`src/rtl/kanagawa_callback_add_server.sv`:
```
// Add-callback responder: pops (a,b) from the request FIFO, sums them in a LATENCY-stage
// pipeline, and returns results through a credit-protected DEPTH-entry result buffer.
module kanagawa_callback_add_server #(
    parameter int WIDTH   = 32,
    parameter int LATENCY = 2,
    parameter int DEPTH   = 4
) (
    input  logic             clk,
    input  logic             rst,
    input  logic             req_empty_in,
    input  logic [WIDTH-1:0] req_a_in,
    input  logic [WIDTH-1:0] req_b_in,
    output logic             req_rden_out,
    input  logic             res_rdy_in,
    output logic             res_valid_out,
    output logic [WIDTH-1:0] res_data_out,
    output logic [4:0]       inflight_out,
    output logic [31:0]      result_count_out
);
    localparam int         PW      = $clog2(DEPTH);
    localparam logic [4:0] DEPTH_C = 5'(DEPTH);

    logic [LATENCY:1]            vld_pipe_q, vld_pipe_d;
    logic [LATENCY:1][WIDTH-1:0] sum_pipe_q, sum_pipe_d;
    logic [WIDTH-1:0]            buf_mem_q [DEPTH];
    logic [PW-1:0]               head_q, head_d, tail_q, tail_d;
    logic [4:0]                  buf_cnt_q, buf_cnt_d, pipe_occ;
    logic [31:0]                 result_count_q, result_count_d;
    logic                        armed_q;
    logic                        wr_en, rd_en;

    always_comb begin
        pipe_occ = '0;
        for (int i = 1; i <= LATENCY; i++) pipe_occ = pipe_occ + 5'(vld_pipe_q[i]);
        inflight_out  = pipe_occ + buf_cnt_q;
        // A pop reserves a buffer slot up front, so backpressure can never drop a result.
        req_rden_out  = armed_q && !req_empty_in && (inflight_out < DEPTH_C);
        res_valid_out = (buf_cnt_q != 5'd0);
        res_data_out  = res_valid_out ? buf_mem_q[head_q] : '0;
        wr_en         = vld_pipe_q[LATENCY];
        rd_en         = res_valid_out && res_rdy_in;

        vld_pipe_d    = '0;
        sum_pipe_d    = '0;
        vld_pipe_d[1] = req_rden_out;
        sum_pipe_d[1] = req_a_in + req_b_in;
        for (int i = 2; i <= LATENCY; i++) begin
            vld_pipe_d[i] = vld_pipe_q[i-1];
            sum_pipe_d[i] = sum_pipe_q[i-1];
        end

        head_d         = rd_en ? head_q + PW'(1) : head_q;
        tail_d         = wr_en ? tail_q + PW'(1) : tail_q;
        buf_cnt_d      = buf_cnt_q + 5'(wr_en) - 5'(rd_en);
        result_count_d = result_count_q + 32'(rd_en);
    end

    always_ff @(posedge clk or negedge rst) begin
        if (!rst) begin
            vld_pipe_q     <= '0;
            sum_pipe_q     <= '0;
            head_q         <= '0;
            tail_q         <= '0;
            buf_cnt_q      <= '0;
            result_count_q <= '0;
            armed_q        <= 1'b0;
        end else begin
            vld_pipe_q     <= vld_pipe_d;
            sum_pipe_q     <= sum_pipe_d;
            head_q         <= head_d;
            tail_q         <= tail_d;
            buf_cnt_q      <= buf_cnt_d;
            result_count_q <= result_count_d;
            armed_q        <= 1'b1;
        end
    end

    // Storage needs no reset: entries are only visible once written.
    always_ff @(posedge clk) begin
        if (wr_en) buf_mem_q[tail_q] <= sum_pipe_q[LATENCY];
    end

    always_ff @(posedge clk) begin
        if (rst) assert (!(wr_en && buf_cnt_q == DEPTH_C));
    end

    assign result_count_out = result_count_q;
endmodule
```
`config.mk`:
```
export PLATFORM = sky130hd
export DESIGN_NAME = kanagawa_callback_add_server
export DESIGN_NICKNAME = d
export VERILOG_FILES = /design/src/rtl/kanagawa_callback_add_server.sv
export SDC_FILE = /design/constraint.sdc
export NUM_CORES = 1
export LEC_CHECK = 0
export CORE_MARGIN = 2
export CORE_UTILIZATION = 51
export CTS_BUF_LIST = sky130_fd_sc_hd__clkbuf_2 sky130_fd_sc_hd__clkbuf_4 sky130_fd_sc_hd__clkbuf_8
export CTS_CLUSTER_SIZE = 25
export DETAILED_ROUTE_END_ITERATION = 8
export GPL_TIMING_DRIVEN = 1
export PLACE_DENSITY_LB_ADDON = 0.2
export SLEW_MARGIN = 10
export SYNTH_ARGS = -nofsm -noshare
export SYNTH_HDL_FRONTEND = slang
export SYNTH_SLANG_ARGS = --single-unit
```
`constraint.sdc`:
```
create_clock -name clk -period 2.4 [get_ports clk]
set_clock_uncertainty 0.1 [all_clocks]
set_input_delay 0.48 -clock clk [delete_from_list [all_inputs] [get_ports clk]]
set_output_delay 0.48 -clock clk [all_outputs]
set_load 0.005 [all_outputs]
```
* Word level (Yosys, flattened, before mapping)
Memories as Yosys holds them, arrays and structs flattened. Index checks and enable logic that the tools add are counted.
Cells by class: muxes and demuxes 3, magnitude comparators 1, divide/modulo/power cells 0, bitwise gates (word level) 0, reduce and logical (&&, ||, !) cells 5, multiply operators 0, shift-type cells 0, $add $sub $neg 8, equal/unequal tests 0
Operator list (count):
- 32-bit by 1-bit adder with 32-bit output | 1
- 32-bit adder | 1
- 32-bit two-way mux | 1
- 2-bit by 5-bit adder with 5-bit output | 1
- 5-bit by 1-bit adder with 5-bit output | 1
- 5-bit by 3-bit less-than comparator with 1-bit output (second input constant) | 1
- 5-bit nonzero test | 1
- 5-bit by 1-bit subtractor with 5-bit output | 1
- 2-bit by 1-bit adder with 2-bit output (second input constant) | 2
- 1-bit logical AND | 3
- 1-bit by 1-bit adder with 2-bit output | 1
- 1-bit two-way mux | 2
- 1-bit zero test | 1
Storage, ports and cells: bits of input ports 68, bits in latches 0, memories kept 1, bits in writable memories 128, flip-flop bits (word level) 108, output and inout port bits 71, logic and storage cells 26, memory bits (read-only) 0
Memories:
- buf_mem_q | depth 4, bits a word 32, read ports 1, clocked after Yosys merged registers in 0, write ports 1, line 25 | logic [WIDTH-1:0] buf_mem_q [DEPTH];

* Depth between registers and ports, before layout
word-level depth 4, gate-level depth with buffers 14

* Least setup slack after synthesis
OpenSTA, ideal clock, no wires.
path kind input port to flip-flop, from input req_a_in[0], to register sum_pipe_q, in the netlist sum_pipe_d[62], path slack -0.106 ns, library setup time 0.080 ns, buffers on the path 0, data arrival time 2.326 ns, cell stages on the path 9, cell sequence ha_1 fa_1 a21o_1 a221oi_2 o2111ai_1 nand2_1 o2bb2ai_2 a41oi_2 xnor2_1
RTL lines:
- start, declared | line 11 | input logic [WIDTH-1:0] req_a_in,
- end signal, assigned | line 69 | sum_pipe_q <= sum_pipe_d;
- end, declared | line 24 | logic [LATENCY:1][WIDTH-1:0] sum_pipe_q, sum_pipe_d;

* Worst setup path after layout
from register head_q[0], to output res_data_out[18]
Between the ends: longest elaborated chain between the ends 2
RTL lines:
- start, declared | line 26 | logic [PW-1:0] head_q, head_d, tail_q, tail_d;
- start signal, assigned | line 62 | head_q <= '0;
- start signal, assigned | line 70 | head_q <= head_d;
- memory 4 x 32 bit
- 32-bit two-way mux | line 39 | res_data_out = res_valid_out ? buf_mem_q[head_q] : '0;
- end, declared | line 16 | output logic [WIDTH-1:0] res_data_out,
No other way between the ends.

==> results by group <==
Yosys
  • Mux share of post-synthesis cell area: 7.05%
  • Adder-cell share of the synthesized area: 6.22%
  • Synth Area in Compound Gates: 7.08%
  • Synth Flop Type: edfxtp_1
  • Synth area leader: edfxtp_1
  • Register area share after synthesis: 64.1%
  • EDFF count, synth: 128
  • Register bit count reported by yosys: 236
  • Post-synth top area share: 37.6%
  • Cells after Synth: 686
  • Mapped cell area: 10,200 sq um
  • Synth cell types: 59
  • Largest family of logic cells by synthesized area: simple AND/OR/NAND/NOR gates
  • Post-Synth XOR/XNOR Area: 6.09%
  • Syn nets: 803
  • Average size of a mapped cell: 14.9 sq um
  • Synth area leaders: edfxtp_1 (38%), dfrtp_1 (26%), mux4_2 (7.1%)
  • Yosys warns: 0
  • Post-synth ARST share: 45.8%
  • Simple-Gate Fraction of Synth Area: 7.85%

Die
  • IO Pins: 139
  • Die area: 21,200 sq um
  • Die H: 146 um
  • Die width: 146 um
  • Core area: 19,600 sq um
  • Row count: 51
  • Initial Util: 52.1%

Global route
  • GRT Total Usage: 21.7%
  • Initial antenna violation count: 0
  • First-pass GRT wire length: 36,700 um
  • GR Overflow Total: 0
  • Vias in the first global route: 7,272
  • Largest net degree at the start of global routing: 44

Worst setup path
  • Slowest cell delay on critical path: 0.52 ns
  • CP startpoint kind: flop
  • Crit path max-delay cell type: mux4_2
  • Crit path cell chain: buf_6 -> buf_12 -> buf_12 -> mux4_2 -> and2_4 -> buf_6
  • CP Max Fanout: 5
  • Crit path max-delay family: multiplexers
  • Buffers and inverters on the worst path: 4
  • CP required: 1.82 ns
  • WS Path Type: reg2out
  • Crit path capture type: output pin
  • Worst Path Arrival: 2.12 ns

Detailed routing
  • DRT iter0 DRCs: 319
  • WL/cell: 17.7 um
  • DRC violations left: 0
  • Routed met1 length: 9390 um
  • Routed Wire Length: 22,900 um
  • Met3 WL: 1300 um
  • DR WL met2: 11,700 um
  • DRT Pass-1 Iters: 4
  • Antenna viol nets, final: 0
  • Vias/cell: 5.16
  • Top Layer Used: met4
  • Via Count: 6,682

Clock tree
  • TritonCTS buffer count: 38
  • Worst-path clk slew: 0.06 ns
  • Root Driver: clkbuf_8
  • TritonCTS clock tree: yes
  • Max Root-Sink Buffers: 3
  • Worst-Skew Late Latency: 0.50 ns
  • Htree depth: 2
  • Clock tree sinks: 236

Layout
  • Final net count: 1,116
  • Layout cell share with drive strength beyond 1: 38.3%
  • Register area: 6550 sq um
  • # fillers: 1,213
  • ANT cells: 0
  • Commonest non-fill, non-tap cell in the layout: buf_4
  • Layout Cells excl Fill: 1,294
  • Most frequent cells in the layout: buf_4 (130), edfxtp_1 (128), dfrtp_1 (106), clkdlybuf4s50_1 (84), xnor2_1 (44)
  • Syn-to-layout area delta: 42.6%
  • Multi-input gate area: 4020 sq um
  • Finished Cell Area: 14,600 sq um

Place
  • Placed instance count: 1,185
  • Placed wire-length estimate: 15,000 um
  • Port-buffer cells: 138
  • GP Congestion: 0.865
  • Dpl cell area: 12,800 sq um

Power and ir drop
  • Flop pwr share: 37.8%
  • Clock network fraction of total power: 27.2%
  • Switching share of power: 26.9%
  • Gate power share: 35.0%
  • PD cells: 946 nW/um^2
  • Overall power: 13.8 mW
  • Int Pwr: 10.1 mW
  • P_leak: 5.98 nW
  • Net load switching power: 3.71 mW
  • Peak supply drop: 0.000584 V

STA
  • Hold slack final: 0.183 ns
  • Tmin final: 2.70 ns
  • Worst Setup Slack, final: -0.303 ns
  • Final hold vios: 0
  • Max Fclk: 0.370 GHz
  • Max-slew violations: 0
  • RSZ-0062 raised after global routing: true
  • Final setup vio count: 36
  • Total negative setup slack: -6.26 ns
  • Slew margin rel.: 58.9%
  • Tcrit/Tclk final: 113%
  • Worst-margin pin slew: 0.616 ns

Run status
  • Status: finished, violations left
  • Failing checks: negative setup slack

Run
  • Number of max-cap violations: 0

Worst hold path
  • Min-Delay Path Class: in2reg
-- power groups by stage --
stage | clock [mW] | combinational (mW) | sequential (mW)
global route | 4.02 | 5.20 | 5.26
detailed placement | 0 | 3.80 | 5.27
finish | 3.75 | 4.83 | 5.21
CTS | 3.83 | 4.64 | 5.19
floorplan | 0 | 1.95 | 5.15
global placement | 0 | 3.72 | 5.22
-- kinds of logic after synthesis --
logic type,count (synthesis)
DFF,236
muxes,32
buffers and inverters,38
and+or+nand+nor,158
other,1
AOI/OAI and AO/OA,101
xor gates and xnor gates,71
adders and majority gates,49
-- through the flow --
stage                     utilization, %  worst slack [ns]
after detailed placement            65.3            -0.617
final                               74.4            -0.303
after floorplan                        -           0.00463
after global placement              65.3            -0.553
after global routing                74.4            -0.374
after CTS                           72.7            -0.293
-- path summary, 6_finish.rpt --
path | from | to | slack (ns) | depth (start not counted)
setup / recovery | head_q[0] | res_data_out[18] | -0.30 | 6
hold / removal | req_a_in[0] | sum_pipe_d[32] | 0.18 | 2
setup reg to reg | buf_cnt_q[0] | buf_cnt_q[4] | 0.02 | 14
hold reg to reg | sum_pipe_d[48] | sum_pipe_q[48] | 0.22 | 0
max in group asynchronous | rst | sum_pipe_d[49] | 1.15 | 3
min in group asynchronous | rst | armed_q | 0.43 | 2
-- flip-flops by register name (all words and copies together) (netlist names) --
| register | count |
|---|---|
| buf_mem_q | 128 |
| result_count_out | 32 |
| buf_cnt_q | 5 |
| head_q | 2 |
| vld_pipe_q | 2 |
| tail_q | 2 |
| armed_q | 1 |
| sum_pipe_q | 32 |
| sum_pipe_d | 32 |
-- cell type report --
cell class | instances | area share [%]
Tap cell | 265 | 2.28
Inverter | 19 | 0.490
Clock inverter | 21 | 1.56
Multi-Input combinational cell | 412 | 27.6
Timing Repair Buffer | 292 | 18.9
Clock buffer | 49 | 4.20
Sequential cell | 236 | 45.0
-- Yosys cell counts (4+ instances only) --
cell type	count
edfxtp_1	128
dfrtp_1	108
ha_1	46
xnor2_1	46
nand2_1	45
and2_1	38
a21oi_1	35
mux4_2	32
nor2_1	25
xor2_1	25
inv_1	19
nand3_1	16
o21ai_0	13
nand4_1	11
clkbuf_1	10
and3_1	8
buf_2	7
a21o_1	6
o21a_1	5
o21ai_1	5
a21oi_2	4
a31oi_1	4
o211ai_1	4
-- metal layers --
layer | GRT usage, % | vias up
met3 | 4.58 | 38
li1 | - | 3156
met1 | 27.3 | 3284
met2 | 38.0 | 204
met4 | 6.52 | 0
met5 | 0 | -
-- timing repair --
action                                 in CTS  in global routing
setup endpoints to repair                  54                 60
setup buffers                              29                 14
resized for setup                         233                 80
pin swaps                                  54                 32
endpoints found under the hold margin      41                  0
hold buffers                                1                  0
gates cloned                                3                  0
Note: power is estimated with default switching activity, not from simulation.
